**config.mk**
```make
export PLATFORM = sky130hd
export DESIGN_NAME = wb_write_arbiter
export DESIGN_NICKNAME = d
export VERILOG_FILES = /design/src/rtl/wb_write_arbiter.sv
export SDC_FILE = /design/constraint.sdc
export NUM_CORES = 1
export LEC_CHECK = 0
export BUFFER_PORTS_ARGS = -buffer_cell sky130_fd_sc_hd__buf_2
export CORE_AREA = 2 2 131 133
export CTS_BUF_LIST = sky130_fd_sc_hd__clkbuf_8
export DETAILED_ROUTE_END_ITERATION = 8
export DIE_AREA = 0 0 133 135
export PLACE_DENSITY_LB_ADDON = 0.25
export SLEW_MARGIN = 30
export SYNTH_ARGS = -nofsm -noshare
export SYNTH_HDL_FRONTEND = slang
export SYNTH_SLANG_ARGS = --single-unit
```
**constraint.sdc**
```tcl
create_clock -name clock -period 6.5 [get_ports clock]
set_clock_uncertainty 0.2 [all_clocks]
set_input_delay 0.975 -clock clock [delete_from_list [all_inputs] [get_ports clock]]
set_output_delay 0.975 -clock clock [all_outputs]
set_load 0.01 [all_outputs]
```
**src/rtl/wb_write_arbiter.sv**
```systemverilog
// wb_write_arbiter
//   Writeback-side driver of the register file's single write port. ALU results
//   are accepted directly. Load results are buffered in a small FIFO. One winner
//   per cycle is registered onto the write port. The FIFO head wins when the ALU
//   is idle. The head also wins when it has lost STARVE_LIMIT times in a row,
//   which guarantees load progress.
//   Pending-write status is reported for two query addresses so that issue logic
//   can stall on RAW hazards.
//
// Ports
//   clock, reset_n            : clock, synchronous active-low reset
//   alu_valid/ready/addr/data : ALU result handshake (alu_ready is combinational)
//   mem_valid/ready/addr/data : load result handshake into the FIFO
//   wr_en/wr_addr/wr_data     : registered register-file write port
//   q_addr1/2, q_pend1/2      : hazard queries against pending writes
//   fifo_count                : current load FIFO occupancy
module wb_write_arbiter #(
  parameter  int WIDTH        = 32,
  parameter  int NREGS        = 32,
  parameter  int DEPTH        = 4,
  parameter  int STARVE_LIMIT = 3,
  parameter  int ZERO_REG     = 1,
  localparam int AW           = $clog2(NREGS),
  localparam int CW           = $clog2(DEPTH + 1)
) (
  input  logic             clock,
  input  logic             reset_n,
  input  logic             alu_valid,
  output logic             alu_ready,
  input  logic [AW-1:0]    alu_addr,
  input  logic [WIDTH-1:0] alu_data,
  input  logic             mem_valid,
  output logic             mem_ready,
  input  logic [AW-1:0]    mem_addr,
  input  logic [WIDTH-1:0] mem_data,
  output logic             wr_en,
  output logic [AW-1:0]    wr_addr,
  output logic [WIDTH-1:0] wr_data,
  input  logic [AW-1:0]    q_addr1,
  input  logic [AW-1:0]    q_addr2,
  output logic             q_pend1,
  output logic             q_pend2,
  output logic [CW-1:0]    fifo_count
);

  localparam int PW = $clog2(DEPTH);
  localparam int SW = (STARVE_LIMIT > 0) ? $clog2(STARVE_LIMIT + 1) : 1;

  logic [AW-1:0]    fifo_addr_q [DEPTH];
  logic [WIDTH-1:0] fifo_data_q [DEPTH];
  logic [PW-1:0]    wr_ptr;
  logic [PW-1:0]    rd_ptr;
  logic [CW-1:0]    count;
  logic [SW-1:0]    starve;

  logic             fifo_empty;
  logic             forced;
  logic             alu_win;
  logic             pop;
  logic             push;
  logic             vld_p0;
  logic             drop_p0;
  logic [AW-1:0]    addr_p0;
  logic [WIDTH-1:0] data_p0;

  logic             fifo_hit1;
  logic             fifo_hit2;
  logic [PW-1:0]    off;

  // Stage p0: arbitration between the ALU input and the FIFO head.
  // Readiness depends only on registered state, so a load pushed into an empty
  // FIFO becomes poppable only on the following cycle. A full FIFO gets no
  // credit for a same-cycle pop.
  assign fifo_empty = (count == '0);
  assign forced     = !fifo_empty && (starve == SW'(STARVE_LIMIT));
  assign alu_ready  = !forced;
  assign mem_ready  = (count != CW'(DEPTH));
  assign alu_win    = alu_valid && alu_ready;
  assign pop        = !fifo_empty && !alu_win;
  assign push       = mem_valid && mem_ready;
  assign fifo_count = count;

  assign vld_p0  = alu_win || pop;
  assign addr_p0 = alu_win ? alu_addr : fifo_addr_q[rd_ptr];
  assign data_p0 = alu_win ? alu_data : fifo_data_q[rd_ptr];
  // A winner addressed to the hardwired zero register still consumes its slot.
  assign drop_p0 = (ZERO_REG != 0) && (addr_p0 == '0);

  always_ff @(posedge clock) begin
    if (push) begin
      fifo_addr_q[wr_ptr] <= mem_addr;
      fifo_data_q[wr_ptr] <= mem_data;
    end
  end

  // Stage p1: registered write port and FIFO/starvation bookkeeping.
  always_ff @(posedge clock) begin
    if (!reset_n) begin
      count   <= '0;
      wr_ptr  <= '0;
      rd_ptr  <= '0;
      starve  <= '0;
      wr_en   <= 1'b0;
      wr_addr <= '0;
      wr_data <= '0;
    end else begin
      if (push) wr_ptr <= wr_ptr + 1'b1;
      if (pop)  rd_ptr <= rd_ptr + 1'b1;
      count <= count + CW'(push) - CW'(pop);
      if (fifo_empty || pop) begin
        starve <= '0;
      end else if (alu_win) begin
        starve <= starve + 1'b1;
      end
      wr_en <= vld_p0 && !drop_p0;
      if (vld_p0) begin
        wr_addr <= addr_p0;
        wr_data <= data_p0;
      end
    end
  end

  // Hazard lookup: an entry is live when its distance from the read pointer is
  // below the occupancy. Pointer arithmetic wraps because DEPTH is a power of 2.
  always_comb begin
    fifo_hit1 = 1'b0;
    fifo_hit2 = 1'b0;
    off       = '0;
    for (int i = 0; i < DEPTH; i++) begin
      off = PW'(i) - rd_ptr;
      if (CW'(off) < count) begin
        if (fifo_addr_q[i] == q_addr1) fifo_hit1 = 1'b1;
        if (fifo_addr_q[i] == q_addr2) fifo_hit2 = 1'b1;
      end
    end
  end

  assign q_pend1 = !((ZERO_REG != 0) && (q_addr1 == '0)) &&
                   ((wr_en && (wr_addr == q_addr1)) || fifo_hit1);
  assign q_pend2 = !((ZERO_REG != 0) && (q_addr2 == '0)) &&
                   ((wr_en && (wr_addr == q_addr2)) || fifo_hit2);

endmodule

```
==> flow_summary.ini <==
[timing]
timing.final.crit_period_ns = 3.77
timing.max_slew.rel_slack_pct = 37.2
setup_tns_ns = 0
fmax_mhz = 265
finalSetupViolCount = 0
finalHoldViolations = 0
drv_slew = 0
whs_ns = 0.258
max_slew.worst_pin.slew_ns = 0.938
grt_setup_unrepaired = false
finalCritPeriodShare_pct = 58.0

[clock_network]
cts_sinks = 197
cts_setup_buffers = 0
htree_num_levels = 4
path_clk_slew_ns = 0.10
cts_tree = done
clock_path_buffers = 2
cts_resized = 0
cts_inserted_buffers = 17
clockRootBuffer = clkbuf_8
ctsHoldBuffers = 0
insertion_delay_ns = 0.46

[place]
dp_hpwl_um = 11500
post_dp_cell_area_um2 = 9250
gp_congestion = 0.913
place.port_buffers = 132

[detailed_routing]
vias_per_cell = 5.67
dr.first_iter.drc_count = 345
drc_errors = 0
ant_nets = 0
drtPass1Iterations = 4
wl_per_cell_um = 19.9
vias = 5134
routed_wl_um = 18000

[power_and_ir_drop]
internal_power_w = 0.00243
p_total_w = 0.00345
pwr-share-comb_pct = 25.8
seqPwrFrac_pct = 49.5
p_per_area_nw_per_um2 = 355
power.leakage_nw = 3.88
switching_power_w = 0.00102
vdd_drop_max_mv = 0.218
clock_power_share_pct = 24.7
switching_share_pct = 29.6

[floorplan]
dieArea_um2 = 18000
pin_count = 133
fp-row-count = 47
die_h_um = 135
start_util_pct = 51.8
die_w_um = 133
core_um2 = 16400

[final_layout]
finalInstanceArea_um2 = 9690
final_cell_mix = edfxtp_1, buf_2, nand3_1, dfxtp_1, nand2_1
post-route-util_pct = 59.1
layout_commonest_cell = edfxtp_1
syn_to_final_growth_pct = 14.0
final_layout_size_suffix_gt1_share_pct = 32.2
layout.nets = 771
nFillCells = 1287

[critical_path]
crit_fanout = 41
cp.arrival_ns = 3.92
crit_type = input port to flop
start_kind = input port
crit_required_ns = 6.66
end_kind = flop

[worst_hold_path]
holdCritPathClass = flop to flop

[synth]
avgSynthCellArea_um2 = 15.2
async_flop_share_pct = 0
ys_ff_latch = 197
ys.flop_type = edfxtp_1
synth_warnings = 0
netlist_area_um2 = 8500
synthDistinctLibCells = 39
yosysSeqAreaShare_pct = 63.8
netlist_instances = 561
synth_nets = 661
synth_edf_count = 148

[global_route]
grt_start_max_net_pins = 76
grt_pass1_vias = 5379
grt_pass1_wl_um = 28500
grtUsageTotal_pct = 21.1
grt_overflow = 0
antenna_found_initial = 2

[status]
status = complete, no violations

[run]
cap_violations = 0
[layer usage]
metal / wire (um) / vias up / track usage, %
met1: 7710 / 2579 / 26.8
met3: 1040 / 20 / 4.88
met2: 8970 / 178 / 35.7
met5: 13 / - / 0
met4: 303 / 2 / 7.71
li1: - / 2355 / -
[layout make-up]
| class | count | area (um^2) | share of cell area, % |
|---|---|---|---|
| Tap cell | 220 | 275 | 2.84 |
| Multi-Input combinational cell | 312 | 2840 | 29.3 |
| Clock buffer | 19 | 262 | 2.70 |
| Inverter | 9 | 33.8 | 0.348 |
| Clock inverter | 13 | 176 | 1.82 |
| Antenna cell | 2 | 5.00 | 0.0516 |
| Timing Repair Buffer | 134 | 676 | 6.97 |
| Sequential cell | 197 | 5430 | 56.0 |
[power groups by stage]
stage	Combinational [W]	Sequential (W)	Clock, W
floorplan	0.000666	0.00170	0
global placement	0.000869	0.00172	0
detailed placement	0.000897	0.00174	0
CTS	0.000905	0.00171	0.000863
global route	0.000980	0.00173	0.000909
finish	0.000889	0.00171	0.000850
[worst max-delay path, stage by stage]
cell and delay, ns:
buf_2 0.54, nand2_2 0.74, and2_1 0.46, ha_1 0.29, inv_1 0.04, ha_1 0.19
fa_1 0.39, xnor2_1 0.14, and2_1 0.15
[cells in the mapped netlist, types with 10 or more instances]
library cell / n / area (um^2)
edfxtp_1: 148 / 4440
xor2_1: 33 / 289
o211a_1: 37 / 370
ha_1: 11 / 138
xnor2_1: 23 / 201
mux4_2: 37 / 833
nand3_1: 57 / 285
nand2_1: 43 / 161
dfxtp_1: 49 / 981
clkbuf_1: 22 / 82.6
nand3_2: 10 / 100
[registers in the layout, indices dropped and copies added (netlist names), named ones only]
register / flops
rd_ptr: 2
wr_addr: 5
wr_data: 32
fifo_addr_q: 20
starve: 2
wr_en: 1
fifo_data_q: 128
wr_ptr: 2
fifo_count: 3
[cells by family after synthesis]
logic type,count (synthesis),synth area share (%)
adders and majority gates,12,1.85
muxes,42,10.4
DFF,197,63.8
buffers and inverters,52,3.09
and+or+nand+nor,148,9.14
xor gates and xnor gates,56,5.77
AOI/OAI and AO/OA,54,5.97
[worst paths after layout]
kind,depth (start not counted),end,slack (ns),start
max,9,fifo_count[2],2.73,alu_valid
min,1,starve[0],0.26,starve[0]
max reg2reg,9,fifo_count[2],3.23,fifo_count[2]
min reg2reg,1,starve[0],0.26,starve[0]
[through the flow]
stage,cells,worst slack [ns]
6_report,906,2.73
4_1_cts,904,2.74
3_3_place_gp,872,2.34
3_5_place_dp,872,2.23
5_1_grt,905,2.55
2_1_floorplan,561,3.37
(Power assumes the default switching activity.)
